--- src/rtl/pulse_timer.sv ---
// Loadable up/down timer with pause, stop/retrigger and a one-cycle done pulse.
// Define PULSE_TIMER_RELOAD_EN to enable periodic auto-reload of the captured load value.
module pulse_timer #(
    parameter int W      = 4,
    parameter int PRESET = 4
) (
    input  logic         clk,
    input  logic         rst,
    input  logic         start,
    input  logic         use_preset,
    input  logic [W-1:0] period,
    input  logic         up,
    input  logic         periodic,
    input  logic         pause,
    input  logic         stop,
    output logic         busy,
    output logic         done,
    output logic [W-1:0] count
);
    // Handshake: start/stop/pause are level inputs sampled each rising edge with
    // priority rst > start > stop > pause > step; busy and done are registered.

    typedef enum logic {
        IDLE = 1'b0,
        RUN  = 1'b1
    } state_t;

    localparam logic [W-1:0] PRESET_L = W'(PRESET);
    localparam logic [W-1:0] ONE      = W'(1);

    state_t       state;
    logic         up_q;
    logic [W-1:0] load_val;
    logic [W-1:0] next_count;

`ifdef PULSE_TIMER_RELOAD_EN
    logic         periodic_q;
    logic [W-1:0] reload_q;
`else
    logic         unused_periodic;
    assign unused_periodic = periodic;
`endif

    assign load_val = use_preset ? PRESET_L : period;
    assign busy     = (state == RUN);

    always_comb begin
        next_count = up_q ? (count + ONE) : (count - ONE);
    end

    always_ff @(posedge clk) begin
        if (rst) begin
            state <= IDLE;
            count <= '0;
            done  <= 1'b0;
            up_q  <= 1'b0;
`ifdef PULSE_TIMER_RELOAD_EN
            periodic_q <= 1'b0;
            reload_q   <= '0;
`endif
        end else begin
            done <= 1'b0;
            if (start) begin
                if (load_val != '0) begin
                    state <= RUN;
                    count <= load_val;
                    up_q  <= up;
`ifdef PULSE_TIMER_RELOAD_EN
                    periodic_q <= periodic;
                    reload_q   <= load_val;
`endif
                end else begin
                    // A zero-length run finishes immediately without ever raising busy.
                    state <= IDLE;
                    count <= '0;
                    done  <= 1'b1;
                end
            end else if (state == RUN) begin
                if (stop) begin
                    state <= IDLE;
                end else if (!pause) begin
                    if (next_count == '0) begin
                        done <= 1'b1;
`ifdef PULSE_TIMER_RELOAD_EN
                        if (periodic_q) begin
                            count <= reload_q;
                        end else begin
                            count <= '0;
                            state <= IDLE;
                        end
`else
                        count <= '0;
                        state <= IDLE;
`endif
                    end else begin
                        count <= next_count;
                    end
                end
            end
        end
    end

endmodule
--- config.mk ---
export PLATFORM = sky130hd
export DESIGN_NAME = pulse_timer
export DESIGN_NICKNAME = d
export VERILOG_FILES = /design/src/rtl/pulse_timer.sv
export SDC_FILE = /design/constraint.sdc
export NUM_CORES = 1
export LEC_CHECK = 0
export BUFFER_PORTS_ARGS = -buffer_cell sky130_fd_sc_hd__buf_2
export CAP_MARGIN = 20
export CORE_AREA = 2 2 39 41
export CTS_CLUSTER_DIAMETER = 120
export DETAILED_ROUTE_END_ITERATION = 10
export DIE_AREA = 0 0 41 43
export SLEW_MARGIN = 0
export SYNTH_ARGS = -nofsm -noshare
export SYNTH_HDL_FRONTEND = slang
export SYNTH_SLANG_ARGS = --single-unit
--- constraint.sdc ---
create_clock -name clk -period 2 [get_ports clk]
set_input_delay 0.1 -clock clk [delete_from_list [all_inputs] [get_ports clk]]
set_output_delay 0.1 -clock clk [all_outputs]
set_load 0.05 [all_outputs]
; Word-level counts from Yosys, hierarchy flattened
; Cells that the tools add are included.
[op_classes]
addsub = 2
mul = 0
div_mod_pow = 0
magnitude_cmp = 0
eq_ne = 2
shifts = 0
n_mux = 20
n_bitwise = 0
n_reduce_logical = 5
[op_table]
columns = cell, count
row1 = 4-bit two-way mux, 8
row2 = 1-bit two-way mux, 12
row3 = "4-bit by 1-bit adder with 4-bit output, second input constant", 1
row4 = 4-bit logical NOT, 1
row5 = "2-bit inequality test, second input constant", 2
row6 = 4-bit nonzero test, 1
row7 = "4-bit by 1-bit subtractor with 4-bit output, second input constant", 1
row8 = 3-bit AND reduction, 1
row9 = 2-bit AND reduction, 1
row10 = 2-bit nonzero test, 1
[totals]
ff_bits = 7
latchBits = 0
mem_bits_rw = 0
romBits = 0
input_bits = 12
output_inout_bits = 6
word_cells = 33
mem_count = 0

; Logic depth before layout (Yosys ltp)
[logic_depth]
word_depth = 8
depth_mapped = 6
depth_no_buf = 6

; Worst setup path after synthesis
; Ideal clock, no wire load.
[synth_path]
path_type = register to register
from = register count[2]
to = register state, in the netlist busy
setup_time_ns = 0.124
t_arrival_ns = 1.826
required_ns = 1.876
slack_ns = 0.051
stages_incl_launch_ff = 6
n_path_buf = 0
synth_period_minus_slack_ns = 1.949
path_cell_list = dfxtp_1 > ha_1 > a21oi_2 > and3_1 > o211ai_2 > o311a_2
[synth_via]
elab_chain_cells = 8
elab_cells_between_ends = 9
cone_classes = add/sub: 2 / mux: 6 / reduce/logical: 1
[synth_rtl]
columns = element, line_no
row1 = "start, declared", 18  ; output logic [W-1:0] count
row2 = "start signal, assigned", 66  ; count <= load_val;
row3 = "start signal, assigned", 96  ; count <= next_count;
row4 = 4-bit by 1-bit subtractor with 4-bit output / 4-bit by 1-bit adder with 4-bit output (equally long branches), 48  ; next_count = up_q ? (count + ONE) : (count - ONE);
row5 = 4-bit two-way mux *, 48
row6 = 4-bit logical NOT *, 82  ; if (next_count == '0) begin
row7 = 1-bit two-way mux *, 82
row8 = 1-bit two-way mux *, 81  ; end else if (!pause) begin
row9 = 1-bit two-way mux *, 79  ; if (stop) begin
row10 = 1-bit two-way mux *, 78  ; end else if (state == RUN) begin
row11 = 1-bit two-way mux *, 63  ; if (start) begin
row12 = "end signal, assigned", 65  ; state <= RUN;
row13 = "end signal, assigned", 74  ; state <= IDLE;
row14 = "end signal, assigned", 80  ; state <= IDLE;
row15 = "end, declared", 31  ; state_t state;
; Every way passes the cells marked *; elsewhere a longest branch is shown, timed or not.
; A chain may end at the register's enable or synchronous reset.

; Worst setup path after layout
[layout_path]
from = register up_q
to = register state, in the netlist busy
[layout_via]
elab_chain_cells = 7
[layout_rtl]
columns = element, line_no
row1 = "start, declared", 32  ; logic up_q;
row2 = "start signal, assigned", 67  ; up_q <= up;
row3 = 4-bit two-way mux, 48
row4 = 4-bit logical NOT, 82
row5 = 1-bit two-way mux, 82
row6 = 1-bit two-way mux, 81
row7 = 1-bit two-way mux, 79
row8 = 1-bit two-way mux, 78
row9 = 1-bit two-way mux, 63
; No other way between the ends.

==> results_dict.tcl <==
set metrics [dict create \
    fin_crit_sh_pct 92.2 \
    max_freq_mhz 542 \
    ant_nets 0 \
    root_buffer "clkbuf_4" \
    synth-main-ff-cell "dfxtp_1" \
    io_buffers 16 \
    ios 18 \
    drv_slew 0 \
    viasPerCell 5.35 \
    arrival_ps 1990 \
    required_ps 2150 \
    hpwl_um 885 \
    drive_above_1_share_pct 39.7 \
    fin_crit_ps 1840 \
    seq_area_frac_synth_pct 27.9 \
    initial_core_util_pct 36.3 \
    synth_cell_types 33 \
    crit_path_max_fanout 5 \
    yosysWarnings 0 \
    grt_pass1_vias 448 \
    grt_pass1_wl_um 1810 \
    rows 14 \
    finalSetupTns_ps 0 \
    power.density_mw_per_mm2 640 \
    avgSynthCellArea_um2 9.67 \
    drt_iter0_markers 10 \
    gp_congestion 0.802 \
    postSynthCellCount 52 \
    cts_buffers 3 \
    synth_nets 68 \
    hold_path.class "in -> reg" \
    placed_area_um2 611 \
    path_cells "inv_1 > ha_1 > a21oi_2 > and3_1 > o211ai_2 > o311a_2" \
    worst_pin_slew_ps 656 \
    vias 476 \
    synthTopCellsByCount "7 x dfxtp_1, 4 x nor2_1" \
    synth-edff-count 0 \
    slew_headroom_pct 55.7 \
    critPathKind "reg -> reg" \
    clk_pin_slew_ps 60 \
    area_growth_pct 26.6 \
    p_leak_nw 0.290 \
    rsz0062_at_grt "false" \
    dieArea_mm2 0.00176 \
    skew_ps 6.64 \
    cts_setup_buffers 0 \
    die_h_um 43 \
    synth_top_area_cell "dfxtp_1" \
    dp.cells 85 \
    final_cells 89 \
    grt_util_all_layers_pct 15.6 \
    antenna_found_initial 0 \
    worst_ir_drop_vdd_uv 342 \
    wl_um 1070 \
    cts_tree "done" \
    drt_pass1_iterations 4 \
    insertion_delay_ps 260 \
    status "finished clean" \
    fin_nets 90 \
    design_area_um2 637 \
    diodes 0 \
    synth_top_cell_area_share_pct 27.9 \
    synthArstFlopShare_pct 0 \
    core_mm2 0.00138 \
    cts_max_path_buffers 2 \
    n_fill_cell 143 \
    synth-seq-cells 7 \
    clock-sinks 7 \
    drcViolationCount 0 \
    cap_violations 0 \
    fp.dieW_um 41 \
    hold_ws_ps 75.5 \
    yosysMostFrequentCell "dfxtp_1" \
    htreeDepth 1 \
    synth_area_um2 503 \
    max_stage_delay_ps 390 \
    cts-resized-gates 0 \
    yosys-top-cells-area "dfxtp_1 28%, ha_1 7.5%, o41ai_4 5.5%" \
    overflow 0 \
    finalHoldViolations 0 \
    setup_viol 0 \
    wl_per_cell_um 12.0 \
    worstSetupStartpointType "flip-flop" \
    grt_start_max_net_pins 7 \
    cp-end-kind "flip-flop" \
    critPathTopFamily "compound AO/OA/AOI/OAI gates" \
    slowest_stage "o311a_2" \
    crit_buf_inv 1 \
    hold_buffers 0 \
]
-- cells in the final DEF, fill, tap and decap left out, drive strengths merged --
cell type	netlist	final
nor2	4	4
or2	1	1
nor2b	1	1
mux2i	1	1
a21o	1	1
nand3	3	3
nor4b	1	1
o221ai	2	2
nand2b	1	1
o211ai	1	1
and2b	1	1
or4b	1	1
a21oi	4	4
inv	4	4
xnor2	1	1
nor3	1	1
o21ai	2	2
clkbuf	0	4
a222oi	1	1
ha	3	3
a21bo	1	1
dfxtp	7	7
xor2	1	1
buf	0	17
nor3b	1	1
o41ai	1	1
fa	1	1
a2111oi	1	1
a32oi	1	1
o21a	1	1
and3	1	1
nand2	1	1
o311a	1	1
-- report_power, final --
part	internal (mW)	switching, mW
registers	0.148	0.00764
logic	0.0442	0.0732
clock network	0.0765	0.0582
-- kinds of logic (layout without fill, tap and decap cells) --
group / count (synthesis) / in the layout / share of synthesized area, %
AO/OA/AOI/OAI: 17 / 17 / 32.1
multiplexers: 1 / 1 / 1.99
adder cells (fa/ha/maj): 4 / 4 / 11.4
XOR/XNOR: 2 / 2 / 3.48
flip-flops: 7 / 7 / 27.9
buffers and inverters: 4 / 25 / 2.98
AND/OR/NAND/NOR: 17 / 17 / 20.1
-- metrics by stage --
step	setup slack (ps)	power (mW)	util [%]
final	155	0.408	46.0
after global routing	55.0	0.434	46.0
after CTS	137	0.412	46.0
after detailed placement	147	0.277	44.1
after global placement	152	0.277	44.1
after floorplan	50.8	0.241	-
-- registers in the layout (all words and copies together), names as in the netlist --
register  flops
count         4
busy          1
done          1
up_q          1
-- worst register-to-register path, cell delays in order, from the launching register on --
cell,delay [ps]
dfxtp_1,370
inv_1,120
ha_1,340
a21oi_2,200
and3_1,190
o211ai_2,120
o311a_2,390
-- cell type report --
cell class / count / area, µm² / area share (%)
flip-flops and latches: 7 / 140 / 22.0
well taps: 16 / 20.0 / 3.14
repair buffers: 17 / 87.6 / 13.8
inverters: 4 / 15.0 / 2.36
clock buffers: 4 / 26.3 / 4.13
multi-input cells: 41 / 348 / 54.6
-- metal layers --
layer | wire length, µm | vias up | track usage [%]
met5 | 0 | - | 0
met4 | 36 | 0 | 10.0
met3 | 69 | 5 | 4.71
met2 | 471 | 16 | 22.8
met1 | 493 | 213 | 18.7
li1 | - | 242 | -
-- final timing paths --
check / start / endpoint / slack (ps) / cells after the start
worst min-delay path: up / up_q$_SDFFE_PP0P_ / 80 / 3
worst min register to register: up_q$_SDFFE_PP0P_ / up_q$_SDFFE_PP0P_ / 560 / 2
worst max-delay path: up_q$_SDFFE_PP0P_ / busy$_SDFF_PP0_ / 160 / 6
worst max register to register: up_q$_SDFFE_PP0P_ / busy$_SDFF_PP0_ / 160 / 6
Power figures use the tool's default switching activity.
